$ cat config.mk
export PLATFORM = sky130hd
export DESIGN_NAME = dmem_io_ctrl
export DESIGN_NICKNAME = d
export VERILOG_FILES = /design/src/rtl/dmem_io_ctrl.sv
export SDC_FILE = /design/constraint.sdc
export NUM_CORES = 2
export LEC_CHECK = 0
export BUFFER_PORTS_ARGS = -buffer_cell sky130_fd_sc_hd__buf_2
export CAP_MARGIN = 20
export CORE_ASPECT_RATIO = 0.5
export CORE_MARGIN = 1.5
export CORE_UTILIZATION = 30
export CTS_CLUSTER_SIZE = 14
export DETAILED_ROUTE_END_ITERATION = 8
export PLACE_DENSITY = 0.43
export SYNTH_ARGS = -nofsm -noshare
export SYNTH_HDL_FRONTEND = slang
export SYNTH_SLANG_ARGS = --single-unit
$ cat constraint.sdc
create_clock -name clock -period 10.5 [get_ports clock]
set_input_delay 1.575 -clock clock [delete_from_list [all_inputs] [get_ports clock]]
set_output_delay 1.575 -clock clock [all_outputs]
set_load 0.05 [all_outputs]
$ cat src/rtl/dmem_io_ctrl.sv
// Data RAM plus memory-mapped I/O page for the LEGLite CPU data port:
// debounced switches with sticky rise flags, hex 7-segment digits and a cycle counter.
module dmem_io_ctrl #(
   parameter int DATA_W   = 16,
   parameter int ADDR_W   = 16,
   parameter int DEPTH    = 128,
   parameter int NUM_SW   = 2,
   parameter int NUM_DISP = 2,
   parameter int DEBOUNCE = 4,
   parameter logic [ADDR_W-9:0] IO_PAGE = 8'hFF
) (
   input  logic                  clock,
   input  logic                  reset,
   input  logic [ADDR_W-1:0]     draddr,
   input  logic [DATA_W-1:0]     dwdata,
   input  logic                  dwrite,
   input  logic                  dread,
   input  logic [NUM_SW-1:0]     io_sw,
   output logic [DATA_W-1:0]     drdata,
   output logic [7*NUM_DISP-1:0] io_display
);

   localparam int AW = $clog2(DEPTH);
   localparam int CW = (DEBOUNCE > 1) ? $clog2(DEBOUNCE) : 1;

   function automatic logic [6:0] hex7(input logic [3:0] v);
      logic [6:0] seg;
      case (v)
         4'h0: seg = 7'h3F;
         4'h1: seg = 7'h06;
         4'h2: seg = 7'h5B;
         4'h3: seg = 7'h4F;
         4'h4: seg = 7'h66;
         4'h5: seg = 7'h6D;
         4'h6: seg = 7'h7D;
         4'h7: seg = 7'h07;
         4'h8: seg = 7'h7F;
         4'h9: seg = 7'h6F;
         4'hA: seg = 7'h77;
         4'hB: seg = 7'h7C;
         4'hC: seg = 7'h39;
         4'hD: seg = 7'h5E;
         4'hE: seg = 7'h79;
         default: seg = 7'h71;
      endcase
      return seg;
   endfunction

   logic              is_io;
   logic [6:0]        io_word;
   logic [AW-1:0]     ram_idx;
   logic              wr_io;
   logic              wr_rise;
   logic              wr_cyc;
   logic              unused_addr0;

   // Byte address bit 0 never selects anything; offsets are compared as word indices.
   assign is_io        = (draddr[ADDR_W-1:8] == IO_PAGE);
   assign io_word      = draddr[7:1];
   assign ram_idx      = draddr[AW:1];
   assign wr_io        = dwrite & is_io;
   assign wr_rise      = wr_io & (io_word == 7'd1);
   assign wr_cyc       = wr_io & (io_word == 7'd2);
   assign unused_addr0 = draddr[0];

   logic [DATA_W-1:0] mem [DEPTH];

   always_ff @(posedge clock) begin
      if (dwrite && !is_io) mem[ram_idx] <= dwdata;
   end

   logic [NUM_SW-1:0] sync1;
   logic [NUM_SW-1:0] sync_s;
   logic [NUM_SW-1:0] deb;
   logic [NUM_SW-1:0] rise;
   logic [NUM_SW-1:0] accept;
   logic [NUM_SW-1:0] rise_set;
   logic [NUM_SW-1:0] rise_clr;
   logic [NUM_SW-1:0] rise_next;
   logic [CW-1:0]     cnt [NUM_SW];

   always_comb begin
      for (int i = 0; i < NUM_SW; i++) begin
         accept[i] = (sync_s[i] != deb[i]) && (cnt[i] == CW'(DEBOUNCE - 1));
      end
      rise_set  = accept & sync_s;
      rise_clr  = wr_rise ? dwdata[NUM_SW-1:0] : '0;
      // A rise accepted on the same edge as a W1C clear survives.
      rise_next = (rise & ~rise_clr) | rise_set;
   end

   always_ff @(posedge clock) begin
      if (reset) begin
         sync1  <= '0;
         sync_s <= '0;
         deb    <= '0;
         rise   <= '0;
         for (int i = 0; i < NUM_SW; i++) cnt[i] <= '0;
      end else begin
         sync1  <= io_sw;
         sync_s <= sync1;
         rise   <= rise_next;
         for (int i = 0; i < NUM_SW; i++) begin
            if (sync_s[i] == deb[i]) begin
               cnt[i] <= '0;
            end else if (accept[i]) begin
               deb[i] <= sync_s[i];
               cnt[i] <= '0;
            end else begin
               cnt[i] <= cnt[i] + CW'(1);
            end
         end
      end
   end

   logic [DATA_W-1:0] cyc;

   always_ff @(posedge clock) begin
      if (reset || wr_cyc) cyc <= '0;
      else                 cyc <= cyc + DATA_W'(1);
   end

   logic [3:0] disp      [NUM_DISP];
   logic [3:0] disp_next [NUM_DISP];

   always_comb begin
      for (int i = 0; i < NUM_DISP; i++) begin
         disp_next[i] = disp[i];
         if (wr_io && (io_word == 7'(8 + i))) disp_next[i] = dwdata[3:0];
      end
   end

   // Segments decode the next register value so a write shows on the same edge.
   always_ff @(posedge clock) begin
      if (reset) begin
         for (int i = 0; i < NUM_DISP; i++) begin
            disp[i]              <= '0;
            io_display[7*i +: 7] <= 7'h3F;
         end
      end else begin
         for (int i = 0; i < NUM_DISP; i++) begin
            disp[i]              <= disp_next[i];
            io_display[7*i +: 7] <= hex7(disp_next[i]);
         end
      end
   end

   logic [DATA_W-1:0] io_val;

   always_comb begin
      io_val = '0;
      case (io_word)
         7'd0:    io_val[NUM_SW-1:0] = deb;
         7'd1:    io_val[NUM_SW-1:0] = rise;
         7'd2:    io_val             = cyc;
         default: begin
            for (int i = 0; i < NUM_DISP; i++) begin
               if (io_word == 7'(8 + i)) io_val[3:0] = disp[i];
            end
         end
      endcase
      drdata = '0;
      if (dread) drdata = is_io ? io_val : mem[ram_idx];
   end

endmodule

Word level (Yosys, flattened, before mapping)
Memories as Yosys holds them, arrays and structs flattened. A register that Yosys moved wholly into a read port is not among the register bits. Index checks and enable logic that the tools add are counted.

Bitwise gates (word level): 17. Muxes and demuxes: 45. Add/sub/neg operators: 3. Reduce and logical (&&, ||, !) cells: 11. Equal/unequal tests: 11.

Operators by type and width (number): $mux W16 (2); $mux W1 (27); $mux W4 (6); $add A16 B1 Y16 const B (1); $eq A7 B4 Y1 const B (2); $mux W2 (7); $mux W12 (1); $eq A8 B8 Y1 const B (1); $or A1 B1 Y1 (8); $eq A7 B1 Y1 const B (1); $eq A7 B2 Y1 const B (1); $logic_not A7 Y1 (1); $pmux W2 S3 (1); $logic_and A1 B1 Y1 (5); $add A2 B1 Y2 const B (2); $and A2 B2 Y2 (2); $eq A2 B2 Y1 const B (2); $pmux W2 S2 (1); $reduce_and A2 Y1 (2); $and A1 B1 Y1 (3); $eq A1 B1 Y1 (2); $ne A1 B1 Y1 (2); $not A1 Y1 (2); $not A2 Y2 (1); other kinds (4) (4).

Memories kept: 5. Logic and storage cells: 98. Bits of input ports: 38. Output and inout port bits: 30. RAM bits: 2060. Memory bits (read-only): 224. Register bits: 24.

Memory list: mem (depth 128, bits a word 16, read ports 1, clocked after Yosys merged registers in 0, write ports 1, RTL line 66) `logic [DATA_W-1:0] mem [DEPTH];`; (no name shown) (depth 16, bits a word 7, read ports 1, clocked after Yosys merged registers in 1, write ports 0, RTL line 28) `case (v)`; (no name shown) (depth 16, bits a word 7, read ports 1, clocked after Yosys merged registers in 1, write ports 0, RTL line 28); disp (depth 2, bits a word 4, read ports 2, clocked after Yosys merged registers in 0, write ports 2, RTL line 123) `logic [3:0] disp [NUM_DISP];`; cnt (depth 2, bits a word 2, read ports 2, clocked after Yosys merged registers in 0, write ports 2, RTL line 80) `logic [CW-1:0] cnt [NUM_SW];`.

Logic depth before layout (Yosys ltp)
Word-level depth: 8. Gate-level depth with buffers: 11. Depth with buffers taken out: 9.

Worst setup path before layout
Ideal clock, no wire load.

Path kind: input to output. Start point: in draddr[1]. End point: out drdata[1]. Stages: 11. Setup slack: 4.828 ns. Data required time: 8.925 ns. Arrival: 4.097 ns. Path buffers: 5. Path through: buf_2 -> buf_2 -> buf_2 -> buf_4 -> buf_2 -> mux2i_1 -> a22oi_1 -> nand3_1 -> nand3_1 -> a21oi_1 -> a31oi_1.

Longest elaborated chain between the ends: 6. Elaborated cells between the ends (all ways): 11. Classes of those cells: eq/ne (4); mux (5); reduce/logical (1); memory (1).

RTL lines: from (decl) (RTL line 14) `input logic [ADDR_W-1:0] draddr,`; parallel branches: the longest is 4 deep, another holds $mem_v2 Z128 W16; $mux W16 * (2 in series) (RTL line 163) `if (dread) drdata = is_io ? io_val : mem[ram_idx];`; to (decl) (RTL line 19) `output logic [DATA_W-1:0] drdata,`.

Mark *: on every way between the ends.

Final worst setup path
Start point: in draddr[1]. End point: out drdata[3].

Longest elaborated chain between the ends: 6. Elaborated cells between the ends (all ways): 12. Classes of those cells: eq/ne (4); mux (5); reduce/logical (2); memory (1).

RTL lines (RTL line): parallel branches: the longest is 4 deep, another holds $mem_v2 Z128 W16; $mux W16 * (2 in series) (163).

Marked as above.

==> run summary <==
TIMING
-------------------------------------------------------------------------------------
Min cycle time layout                                                         7.80 ns
Clock tree skew after final layout                                          0.0320 ns
Final Max Tran Viols                                                                0
Slack of the critical path                                                    2.70 ns
Peak Freq                                                                   0.128 GHz
Endpoints failing setup                                                             0
Unrepaired setup endpoints after global routing                                 false
Final hold violation count                                                          0
Actual transition at the worst max-transition pin                             1.37 ns
Max-slew headroom at the worst pin                                             0.0765
Part of the cycle the worst path needs                                          0.743
Accumulated negative setup slack                                                 0 ns

FINISH
-------------------------------------------------------------------------------------
Leading cell type in the layout, fill and taps excluded                  sky130_fd_sc_hd__edfxtp_1
Layout fillers                                                                 25,100
Growth of design area from synthesis to finish                                  15.2%
Layout cells sized above 1                                                      0.236
Final Util                                                                      0.349
Count of nets after finishing                                                   4,285
Most used cells in the layout excluding fill and tap cells               sky130_fd_sc_hd__edfxtp_1, sky130_fd_sc_hd__mux2i_1, sky130_fd_sc_hd__mux4_2

LOGIC SYNTHESIS
-------------------------------------------------------------------------------------
Number of enable-type register cells in the synthesized netlist                 2,052
Cells after synthesis                                                           3,958
Syn Std Cell Area                                                        81,400 sq um
Count of synthesis-stage warnings from yosys                                        0
Netlist cell types                                                                 58
Average footprint of a synthesized cell                                    20.6 sq um
Share of synthesized registers carrying an async set or reset                       0
Yosys reg bits                                                                  2,098
Share of the yosys chip area belonging to registers                             0.769
Prevailing post-synth register cell                                      sky130_fd_sc_hd__edfxtp_1

RUN
-------------------------------------------------------------------------------------
Max_cap viols                                                                       0

OUTCOME
-------------------------------------------------------------------------------------
Result of the run                                                        finished, final reports clean

CLOCK TREE
-------------------------------------------------------------------------------------
Total CTS buffers                                                                 206
CTS sink cnt                                                                    2,098
Clk_lat worst skew                                                            0.84 ns
Maximum clock path buffer count                                                     4
Setup repair bufs after CTS                                                         0
H-Tree Level Count                                                                  4
CTS tree                                                                        built
Root Buffer Master                                                       sky130_fd_sc_hd__clkbuf_16
Cts repair resizes                                                                  0
Hold Buf Count CTS                                                                  0
Clock-pin slew of the registers on the worst-case setup and hold paths        0.06 ns

SETUP PATH
-------------------------------------------------------------------------------------
Maximum fanout along the worst path                                                71
Arrival time worst endpoint                                                   6.23 ns
Setup crit end kind                                                      primary output
Worst endpoint required time                                                  8.93 ns
Category of the critical setup timing path                                  in -> out
Element type at the critical path start                                    input port

POWER
-------------------------------------------------------------------------------------
Power per cell area                                                       184 nW/um^2
Static power due to leakage                                                 0.0299 uW
Max VDD drop                                                                   130 uV

GRT
-------------------------------------------------------------------------------------
Total global routing overflow                                                       0
Initial antenna violation count                                                    17
Vias in the first global route                                                 41,000
Tot GR Track Use                                                                0.163
Maximum number of pins on one net before global-route repair                      105
First-pass GRT wire length                                                     318 mm

DRT
-------------------------------------------------------------------------------------
Average vias per placed instance                                                 4.99
Total wire length                                                              228 mm
Post-route antenna net violation count                                              0
Starting DRT DRC Count                                                          3,859
DR vias                                                                        39,900
Drt wl/cell                                                                   28.5 um
Detailed Routing Iterations Pass 1                                                  5
DR DRC count                                                                        0

FLOORPLAN
-------------------------------------------------------------------------------------
Core area                                                                268,000 sq um
Number of top-level design ports                                                   68
Initial Utilization                                                             0.303
Die area                                                                 275,000 sq um
Cell row count                                                                    134
Die span in x                                                                  740 um
Vertical extent of the die                                                     371 um

PLACEMENT
-------------------------------------------------------------------------------------
Number of buffers inserted by port buffering                                       66
Half-perimeter wire length after detailed placement                            133 mm
Final GP Congestion                                                             0.826
Pre-CTS setup slack                                                           2.65 ns

HOLD PATH
-------------------------------------------------------------------------------------
Type of the tightest min-delay check                                       reg -> reg

## cell usage after synthesis (8+ instances only)
library cell / number / area share
sky130_fd_sc_hd__edfxtp_1: 2052 / 0.76
sky130_fd_sc_hd__mux2i_1: 455 / 0.056
sky130_fd_sc_hd__mux4_2: 385 / 0.11
sky130_fd_sc_hd__nor2_1: 171 / 0.0079
sky130_fd_sc_hd__a22oi_1: 131 / 0.012
sky130_fd_sc_hd__clkbuf_1: 103 / 0.0048
sky130_fd_sc_hd__o22ai_1: 101 / 0.0078
sky130_fd_sc_hd__nand3_1: 72 / 0.0044
sky130_fd_sc_hd__buf_2: 71 / 0.0044
sky130_fd_sc_hd__nand2_1: 58 / 0.0027
sky130_fd_sc_hd__o21ai_0: 54 / 0.0033
sky130_fd_sc_hd__buf_1: 47 / 0.0022
sky130_fd_sc_hd__dfxtp_1: 46 / 0.011
sky130_fd_sc_hd__nand4_1: 33 / 0.0025
sky130_fd_sc_hd__a21oi_1: 26 / 0.0016
sky130_fd_sc_hd__and3_1: 20 / 0.0015
sky130_fd_sc_hd__ha_1: 17 / 0.0026
sky130_fd_sc_hd__inv_1: 11 / 0.00051
sky130_fd_sc_hd__nor2b_1: 11 / 0.00085
sky130_fd_sc_hd__xor2_1: 8 / 0.00086
## where the power goes
part           total (uW)  switching, uW  internal, uW
registers            9230           8.91          9220
clock network        7160           3160          3990
logic                 898            614           284
total               17300           3780         13500
## through the flow
step,power (uW),cells,instance area (sq um),hold WS (ns)
after floorplan,9870,3961,81400,0.414
after global placement,10300,7612,87200,0.464
after detailed placement,10300,7623,87400,0.473
after CTS,17500,7986,93700,0.490
after global routing,17800,7989,93700,0.521
final,17300,7997,93700,0.487
## critical path: stages
cell                      delay (ns)
sky130_fd_sc_hd__buf_8          0.61
sky130_fd_sc_hd__buf_4          0.57
sky130_fd_sc_hd__buf_4          0.57
sky130_fd_sc_hd__mux4_2         0.59
sky130_fd_sc_hd__mux2i_1        0.15
sky130_fd_sc_hd__o22ai_1        0.13
sky130_fd_sc_hd__o21ai_0        0.94
sky130_fd_sc_hd__nand4_1        0.41
sky130_fd_sc_hd__and3_1         0.35
sky130_fd_sc_hd__buf_2          0.22
## state kept, by name, summed over array words and instances, names as in the netlist
register	flops
cnt	4
cyc	16
deb	2
disp	8
io_display	14
mem	2048
rise	2
sync1	2
sync_s	2
## cell families (layout without fill, tap and decap cells)
kind of cell / Yosys count / count (layout) / synth area share
other: 1 / 12 / 0.0000461
adder cells (fa/ha/maj): 17 / 17 / 0.00261
XOR/XNOR: 14 / 14 / 0.00151
AO/OA/AOI/OAI: 335 / 335 / 0.0272
buffers and inverters: 241 / 665 / 0.0126
flip-flops: 2098 / 2098 / 0.769
multiplexers: 851 / 851 / 0.164
AND/OR/NAND/NOR: 401 / 401 / 0.0232
## worst paths after layout
check	start	endpoint	slack, ns	cells past startpoint
worst max-delay path	draddr[1]	drdata[3]	2.70	10
worst min-delay path	cyc[0]	cyc[0]	0.49	1
worst max register to register	disp[0][0]	io_display[4]	8.25	6
worst min register to register	cyc[0]	cyc[0]	0.49	1
## metal layers
layer	part of all wire	global-route usage	vias to the layer above	wire, um
met5	0	0	-	0
met4	0.026	0.0422	0	5920
met3	0.060	0.0277	308	13600
li1	-	-	17000	-
met1	0.46	0.235	21600	104000
met2	0.46	0.256	1105	104000
## area by class of cell
| type | count | area [sq um] | share of cell area |
|---|---|---|---|
| clock buffers | 257 | 5480 | 0.0585 |
| clock inverters | 106 | 830 | 0.00885 |
| multi-input cells | 1622 | 18000 | 0.192 |
| inverters | 13 | 56.3 | 0.000601 |
| well taps | 3604 | 4510 | 0.0481 |
| repair buffers | 289 | 2280 | 0.0243 |
| diodes | 8 | 20.0 | 0.000214 |
| flip-flops and latches | 2098 | 62500 | 0.667 |
Note: power is estimated with default switching activity, not from simulation.
